### config.mk
export PLATFORM = sky130hd
export DESIGN_NAME = irq_ctrl_flat
export DESIGN_NICKNAME = d
export VERILOG_FILES = /design/src/rtl/irq_ctrl_if.sv /design/src/rtl/irq_ctrl.sv /design/src/flat_wrapper.sv
export SDC_FILE = /design/constraint.sdc
export NUM_CORES = 1
export LEC_CHECK = 0
export ABC_AREA = 0
export CAP_MARGIN = 15
export CORE_ASPECT_RATIO = 1.5
export CORE_MARGIN = 4
export CORE_UTILIZATION = 46
export CTS_CLUSTER_SIZE = 25
export DETAILED_ROUTE_END_ITERATION = 12
export PLACE_DENSITY = 0.79
export REMOVE_ABC_BUFFERS = 1
export SETUP_SLACK_MARGIN = 0.15
export SLEW_MARGIN = 40
export SYNTH_ARGS = -nofsm -noshare
export SYNTH_HDL_FRONTEND = slang
export SYNTH_SLANG_ARGS = --single-unit
### constraint.sdc
create_clock -name clk -period 2.1 [get_ports clk]
set_clock_uncertainty 0.2 [all_clocks]
set_input_delay 0.21 -clock clk [delete_from_list [all_inputs] [get_ports clk]]
set_output_delay 0.21 -clock clk [all_outputs]
set_load 0.02 [all_outputs]
### src/rtl/irq_ctrl_if.sv
// Register port and interrupt outputs of irq_ctrl, bundled.
// The slave side is the controller. The master side is software or a bench.
interface irq_ctrl_if #(
  parameter int N_IRQ = 8
) ();
  logic [N_IRQ-1:0] i_irqIn;
  logic             i_we;
  logic [3:0]       i_a;
  logic [31:0]      i_wd;
  logic [31:0]      o_rd;
  logic             o_interrupt;
  logic [4:0]       o_intId;
  logic             o_intValid;

  modport slave (
    input  i_irqIn, i_we, i_a, i_wd,
    output o_rd, o_interrupt, o_intId, o_intValid
  );

  modport master (
    output i_irqIn, i_we, i_a, i_wd,
    input  o_rd, o_interrupt, o_intId, o_intValid
  );
endinterface

### src/rtl/irq_ctrl.sv
// irq_ctrl: parametrised interrupt controller.
// Each external line passes through a synchroniser and an optional debounce
// filter, then through polarity. Edge or level capture sets the pending bits,
// and the mask selects which pending bits raise the request. The registered
// request and the lowest enabled source ID go to cp0.
module irq_ctrl #(
  parameter int N_IRQ       = 8,
  parameter int SYNC_STAGES = 2,
  parameter int DEB_CYCLES  = 0
) (
  input logic       clk,
  input logic       rst,
  irq_ctrl_if.slave bus
);

  logic [N_IRQ-1:0] r_sync [SYNC_STAGES];
  logic [N_IRQ-1:0] w_s;
  logic [N_IRQ-1:0] w_filt;
  logic [N_IRQ-1:0] w_act;
  logic [N_IRQ-1:0] w_w1c;
  logic [N_IRQ-1:0] w_enabled;
  logic [N_IRQ-1:0] r_prev;
  logic [N_IRQ-1:0] r_pending;
  logic [N_IRQ-1:0] r_mask;
  logic [N_IRQ-1:0] r_mode;
  logic [N_IRQ-1:0] r_pol;
  logic             r_interrupt;
  logic [4:0]       r_intId;
  logic [4:0]       w_id;
  logic             w_unusedWd;

  // Write-data bits above the implemented lines are ignored.
  assign w_unusedWd = &{1'b0, bus.i_wd[31:N_IRQ]};

  // Synchroniser chain: raw lines are shifted through SYNC_STAGES flops.
  always_ff @(posedge clk or posedge rst) begin
    if (rst) begin
      for (int s = 0; s < SYNC_STAGES; s++) r_sync[s] <= '0;
    end else begin
      r_sync[0] <= bus.i_irqIn;
      for (int s = 1; s < SYNC_STAGES; s++) r_sync[s] <= r_sync[s-1];
    end
  end

  assign w_s = r_sync[SYNC_STAGES-1];

  generate
    if (DEB_CYCLES == 0) begin : g_noDeb
      assign w_filt = w_s;
    end else begin : g_deb
      localparam int CW = $clog2(DEB_CYCLES + 1);
      for (genvar i = 0; i < N_IRQ; i++) begin : g_line
        logic [CW-1:0] r_cnt;
        logic          r_filtBit;
        // Debounce: accept a change only after DEB_CYCLES consecutive mismatching cycles.
        always_ff @(posedge clk or posedge rst) begin
          if (rst) begin
            r_cnt     <= '0;
            r_filtBit <= 1'b0;
          end else if (w_s[i] == r_filtBit) begin
            r_cnt <= '0;
          end else if (r_cnt == CW'(DEB_CYCLES - 1)) begin
            r_filtBit <= w_s[i];
            r_cnt     <= '0;
          end else begin
            r_cnt <= r_cnt + CW'(1);
          end
        end
        assign w_filt[i] = r_filtBit;
      end
    end
  endgenerate

  assign w_act     = w_filt ^ r_pol;
  assign w_w1c     = (bus.i_we && bus.i_a == 4'd0) ? bus.i_wd[N_IRQ-1:0] : '0;
  assign w_enabled = r_pending & r_mask;

  // Pending capture: in edge mode a new rising edge beats a same-cycle W1C; in level mode pending follows the line.
  always_ff @(posedge clk or posedge rst) begin
    if (rst) begin
      r_prev    <= '0;
      r_pending <= '0;
    end else begin
      r_prev    <= w_act;
      r_pending <= (r_mode & ((w_act & ~r_prev) | (r_pending & ~w_w1c)))
                 | (~r_mode & w_act);
    end
  end

  // Configuration registers written from the word port.
  always_ff @(posedge clk or posedge rst) begin
    if (rst) begin
      r_mask <= '0;
      r_mode <= '0;
      r_pol  <= '0;
    end else if (bus.i_we) begin
      case (bus.i_a)
        4'd1:    r_mask <= bus.i_wd[N_IRQ-1:0];
        4'd2:    r_mode <= bus.i_wd[N_IRQ-1:0];
        4'd3:    r_pol  <= bus.i_wd[N_IRQ-1:0];
        default: ;
      endcase
    end
  end

  // Priority encoder: lowest enabled pending line wins, 0 when none.
  always_comb begin
    w_id = '0;
    for (int i = N_IRQ - 1; i >= 0; i--) begin
      if (w_enabled[i]) w_id = 5'(i);
    end
  end

  // Registered request and source ID toward cp0.
  always_ff @(posedge clk or posedge rst) begin
    if (rst) begin
      r_interrupt <= 1'b0;
      r_intId     <= '0;
    end else begin
      r_interrupt <= |w_enabled;
      r_intId     <= w_id;
    end
  end

  // Read mux: combinational from the word index, no side effects.
  always_comb begin
    bus.o_rd = '0;
    case (bus.i_a)
      4'd0:    bus.o_rd[N_IRQ-1:0] = r_pending;
      4'd1:    bus.o_rd[N_IRQ-1:0] = r_mask;
      4'd2:    bus.o_rd[N_IRQ-1:0] = r_mode;
      4'd3:    bus.o_rd[N_IRQ-1:0] = r_pol;
      4'd4:    bus.o_rd = {r_interrupt, 26'b0, r_intId};
      4'd5:    bus.o_rd[N_IRQ-1:0] = w_filt;
      default: ;
    endcase
  end

  assign bus.o_interrupt = r_interrupt;
  assign bus.o_intValid  = r_interrupt;
  assign bus.o_intId     = r_intId;

endmodule

### src/flat_wrapper.sv
// flat-port wrapper written by rule: the top's interface ports become plain ports
module irq_ctrl_flat 
#(
  parameter int N_IRQ       = 8,
  parameter int SYNC_STAGES = 2,
  parameter int DEB_CYCLES  = 0
)
  (clk, rst, bus_i_irqIn, bus_i_we, bus_i_a, bus_i_wd, bus_o_rd, bus_o_interrupt, bus_o_intId, bus_o_intValid);
  irq_ctrl_if #(.N_IRQ(N_IRQ)) bus_i ();
  input logic clk;
  input logic rst;
  input wire logic [$bits(bus_i.i_irqIn)-1:0] bus_i_irqIn;
  input wire logic [$bits(bus_i.i_we)-1:0] bus_i_we;
  input wire logic [$bits(bus_i.i_a)-1:0] bus_i_a;
  input wire logic [$bits(bus_i.i_wd)-1:0] bus_i_wd;
  output wire logic [$bits(bus_i.o_rd)-1:0] bus_o_rd;
  output wire logic [$bits(bus_i.o_interrupt)-1:0] bus_o_interrupt;
  output wire logic [$bits(bus_i.o_intId)-1:0] bus_o_intId;
  output wire logic [$bits(bus_i.o_intValid)-1:0] bus_o_intValid;
  assign bus_i.i_irqIn = bus_i_irqIn;
  assign bus_i.i_we = bus_i_we;
  assign bus_i.i_a = bus_i_a;
  assign bus_i.i_wd = bus_i_wd;
  assign bus_o_rd = bus_i.o_rd;
  assign bus_o_interrupt = bus_i.o_interrupt;
  assign bus_o_intId = bus_i.o_intId;
  assign bus_o_intValid = bus_i.o_intValid;
  irq_ctrl #(.N_IRQ(N_IRQ), .SYNC_STAGES(SYNC_STAGES), .DEB_CYCLES(DEB_CYCLES)) u_core (.clk(clk), .rst(rst), .bus(bus_i));
endmodule
-- Word-level counts from Yosys, hierarchy flattened
Index checks and enable logic that the tools add are counted.
- register bits: 62
- input bits: 47
- output and inout port bits: 39
- logic and storage cells: 42
- eq/ne operators: 5
- muxes and demuxes: 11
- bitwise logic cells: 11
- reduce and logical (&&, ||, !) cells: 6
- operators by type and width (cell ; number):
    8-bit case mux with 6 select lines ; 1
    8-bit AND ; 5
    5-bit 2-to-1 mux ; 7
    24-bit 2-to-1 mux ; 1
    8-bit inverter ; 3
    8-bit OR ; 2
    4-bit by 2-bit equality test with 1-bit output (second input constant) ; 2
    4-bit by 3-bit equality test with 1-bit output (second input constant) ; 2
    8-bit 2-to-1 mux ; 1
    8-bit OR reduction ; 1
    8-bit XOR ; 1
    2-bit AND reduction ; 3
    4-bit by 1-bit equality test with 1-bit output (second input constant) ; 1
    4-bit logical NOT ; 1
    3-bit 2-to-1 mux ; 1
    1-bit logical AND ; 1

-- Logic depth before layout (Yosys ltp)
- word-level depth: 9
- mapped depth: 5
- mapped depth without buffers: 3

-- Least setup slack after synthesis
No wires, ideal clock.
- kind: input -> output
- from: input bus_i_a[2]
- to: output bus_o_rd[0]
- arrival time: 1.217 ns
- data required time: 1.690 ns
- setup slack: 0.473 ns
- cell stages on the path: 3
- buffers on the path: 1
- cell sequence: buf_2 > mux4_2 > a32o_1
- cells in the longest elaborated chain, start to end: 2
- elaborated cells on any way between the ends: 7
- ends and longest elaborated chain (what ; RTL line ; text):
    from (decl) ; flat_wrapper.sv:14 ; input wire logic [$bits(bus_i.i_a)-1:0] bus_i_a;
    4-bit by 3-bit equality test with 1-bit output, or another cell as far along ; irq_ctrl.sv:128 ; case (bus.i_a)
    8-bit case mux with 6 select lines (*) ; irq_ctrl.sv:128 ;
    to (decl) ; flat_wrapper.sv:16 ; output wire logic [$bits(bus_i.o_rd)-1:0] bus_o_rd;
Mark *: on every way between the ends. The rest lies on a longest branch, timed or not.

-- Worst setup path in the final report
- from: register u_core.r_mask[1]
- to: output bus_o_rd[1]
- cells in the longest elaborated chain, start to end: 1
- ends and longest elaborated chain (what ; RTL line ; text):
    from (decl) ; irq_ctrl.sv:24 ; logic [N_IRQ-1:0] r_mask;
    from (signal assigned) ; irq_ctrl.sv:98 ; 4'd1: r_mask <= bus.i_wd[N_IRQ-1:0];
    8-bit case mux with 6 select lines ; irq_ctrl.sv:128 ;
No other way between the ends.

==> results.py <==
metrics = {
    "status": {
        "status": "finished clean",
    },
    "worst_setup_path": {
        "worstPathMaxFanout": 4,
        "crit_path_end_kind": "output pin",
        "rr_worst_depth": 4,
        "startpoint_type": "register",
        "cp.arrival_ps": 1590,
        "r2r_start": "u_core.r_pending[7]",
        "r2r_slack_ps": 650,
        "worstReg2RegEnd": "u_core.bus.o_intId[1]",
        "crit_type": "reg2out",
        "cp_data_required_time_ps": 1690,
    },
    "timing": {
        "fmax_mhz": 501,
        "whs_ps": 31.5,
        "rsz0062_at_grt": "true",
        "hold_viol": 0,
        "setup_slack_ps": 103,
        "min_period_ps": 2000,
        "finalSetupViolations": 0,
        "drv_slew": 0,
        "finalSetupTns_ps": 0,
        "period_share_pct": 95.1,
    },
    "power_and_ir_drop": {
        "finalPower_mw": 3.71,
        "p_per_area_mw_per_mm2": 1030,
        "leakage_nw": 1.68,
        "ir_worst_vdd_v": 0.000489,
    },
    "final_layout": {
        "final_core_util_pct": 62.4,
        "n_antenna_cell": 0,
        "layout.cells.most_common": "dfrtp_1",
        "seq_area_sq_mm": 0.00150,
        "fin_nets": 338,
        "drive_above_1_share_pct": 37.8,
        "area_growth_pct": 31.9,
        "multi_input_area_sq_mm": 0.00110,
        "final_cell_mix": "dfrtp_1, buf_4, mux2_2, conb_1, clkdlybuf4s50_1",
        "fillCellCount": 466,
    },
    "route": {
        "drc": 0,
        "totalWireLength_microns": 6110,
        "avgRoutedWirePerCell_microns": 16.6,
        "drt-pass1-iter-count": 4,
        "drt_iter0_drc": 90,
        "viasPerCell": 5.18,
        "antenna_left": 0,
        "route.vias.total": 1906,
    },
    "global_routing": {
        "antenna_found_initial": 0,
        "grt_usage_pct": 18.0,
        "grt_start_max_net_pins": 61,
        "globalRoute.totalOverflow": 0,
        "grt_pass1_wl_microns": 9650,
        "first_global_vias": 1996,
    },
    "clocking": {
        "cts_tree": "done",
        "cts_made_buffers": 9,
        "clkLatencyLatePin_ps": 340,
        "path_clk_slew_ps": 70,
        "htreeDepth": 3,
        "clock-root-buffer": "clkbuf_8",
        "clk_path_buf_depth": 2,
        "clock_sinks": 60,
    },
    "worst_hold_path": {
        "min_path_type": "in2async",
    },
    "synthesis": {
        "syn-instance-count": 204,
        "synth_seq_cells": 60,
        "syn_area_sq_mm": 0.00274,
        "avgSynthCellArea_sq_um": 13.4,
        "ys_types": 33,
        "synth_warnings": 0,
        "yosys-top-cells-area": "dfrtp_1, mux2_2, buf_4",
        "yosysSeqAreaShare_pct": 54.8,
        "synth.top_cell.area_share_pct": 54.8,
        "yosysTopAreaCell": "dfrtp_1",
    },
    "placed_design": {
        "place_hpwl_microns": 4400,
        "place.gp.congestion": 0.863,
        "pre_cts_slack_ps": -563,
        "port_buffers": 36,
    },
    "floorplanning": {
        "start_util_pct": 47.3,
        "die-area_sq_mm": 0.00728,
        "std_cell_rows": 34,
        "io_pins": 86,
        "die_width_microns": 71.0,
        "die-height_microns": 102,
        "core_sq_mm": 0.00579,
    },
    "run": {
        "drv_cap": 0,
    },
}
==> area by class of cell <==
| cell class | instances | share of cell area [%] |
|---|---|---|
| Timing Repair Buffer | 82 | 19.8 |
| Inverter | 2 | 0.208 |
| Multi-Input combinational cell | 136 | 30.6 |
| Sequential cell | 60 | 41.6 |
| Clock inverter | 6 | 1.80 |
| Clock buffer | 10 | 3.54 |
| Tap cell | 72 | 2.50 |
==> how the worst max path moves through the flow <==
stage                                 from                    end  cells after the start
after floorplan                        rst  u_core.bus.o_intId[0]                      1
after global placement          bus_i_a[0]            bus_o_rd[2]                      6
after detailed placement        bus_i_a[0]            bus_o_rd[2]                      6
after CTS                  u_core.r_pol[7]            bus_o_rd[7]                      3
after global routing      u_core.r_mask[2]            bus_o_rd[2]                      4
final                     u_core.r_mask[1]            bus_o_rd[1]                      4
==> what timing repair did <==
| action | CTS | global route |
|---|---|---|
| hold buffers | 0 | 0 |
| pin swaps | 2 | 2 |
| setup buffers | 7 | 6 |
| resized for setup | 41 | 8 |
| setup endpoints to repair | 17 | 9 |
==> where the power goes <==
| part | switching, mW | internal [mW] | leakage (nW) |
|---|---|---|---|
| combinational | 0.499 | 0.628 | 0.871 |
| sequential | 0.176 | 1.42 | 0.715 |
| clock | 0.443 | 0.547 | 0.0962 |
| total | 1.12 | 2.60 | 1.68 |
==> stage by stage <==
| step | cell area [sq um] | instances |
|---|---|---|
| CTS | 3550 | 362 |
| floorplan | 2610 | 198 |
| finish | 3610 | 368 |
| global route | 3610 | 368 |
| detailed placement | 3330 | 339 |
| global placement | 3330 | 339 |
==> logic make-up after synthesis <==
family	after synthesis	share of synthesized area (%)
and+or+nand+nor	43	8.96
AOI/OAI and AO/OA	25	7.72
DFF	60	54.8
other	1	0.137
xor gates and xnor gates	8	2.56
buffers and inverters	32	8.36
muxes	35	17.4
==> cells in the mapped netlist <==
cell      number
a21o_1         1
dfrtp_1       60
nor4b_4        1
a32oi_1        1
nor2b_1        3
a211oi_1       2
o21ai_0        2
and3_1         3
nand3_2        1
a22oi_1        4
mux4_1         1
nand4_2        1
a32o_1         8
nor2_1         5
nor2_2         1
nand4_1        1
a31oi_1        1
a222oi_1       1
nand2_1       12
clkinv_1       1
mux2_2        28
xor2_1         8
nor3b_1        1
mux4_2         6
nand2_4        1
nand3_1       12
buf_4         26
a22o_1         5
buf_6          1
inv_1          1
and2_1         1
buf_2          3
conb_1         1
==> state kept, by name (all words and copies together), names as in the netlist <==
signal                 cells
u_core.r_pending           8
u_core.r_sync              8
u_core.bus.o_intId         3
u_core.r_pol               8
u_core.w_filt              8
u_core.r_mask              8
u_core.r_prev              8
u_core.r_mode              8
u_core.bus.o_intValid      1
==> layer usage <==
metal / wire length, microns / vias up / track usage [%]
met2: 3420 / 62 / 33.5
met4: 145 / 0 / 10.1
met1: 2270 / 954 / 18.5
met3: 278 / 15 / 3.54
met5: 0 / - / 0
li1: - / 875 / -
==> worst max-delay path: stages, from the launching register on <==
cell and delay (ps):
dfrtp_1 410, mux4_2 470, a22oi_1 150, nor2_1 60, buf_4 150
Note: power is estimated with default switching activity, not from simulation.
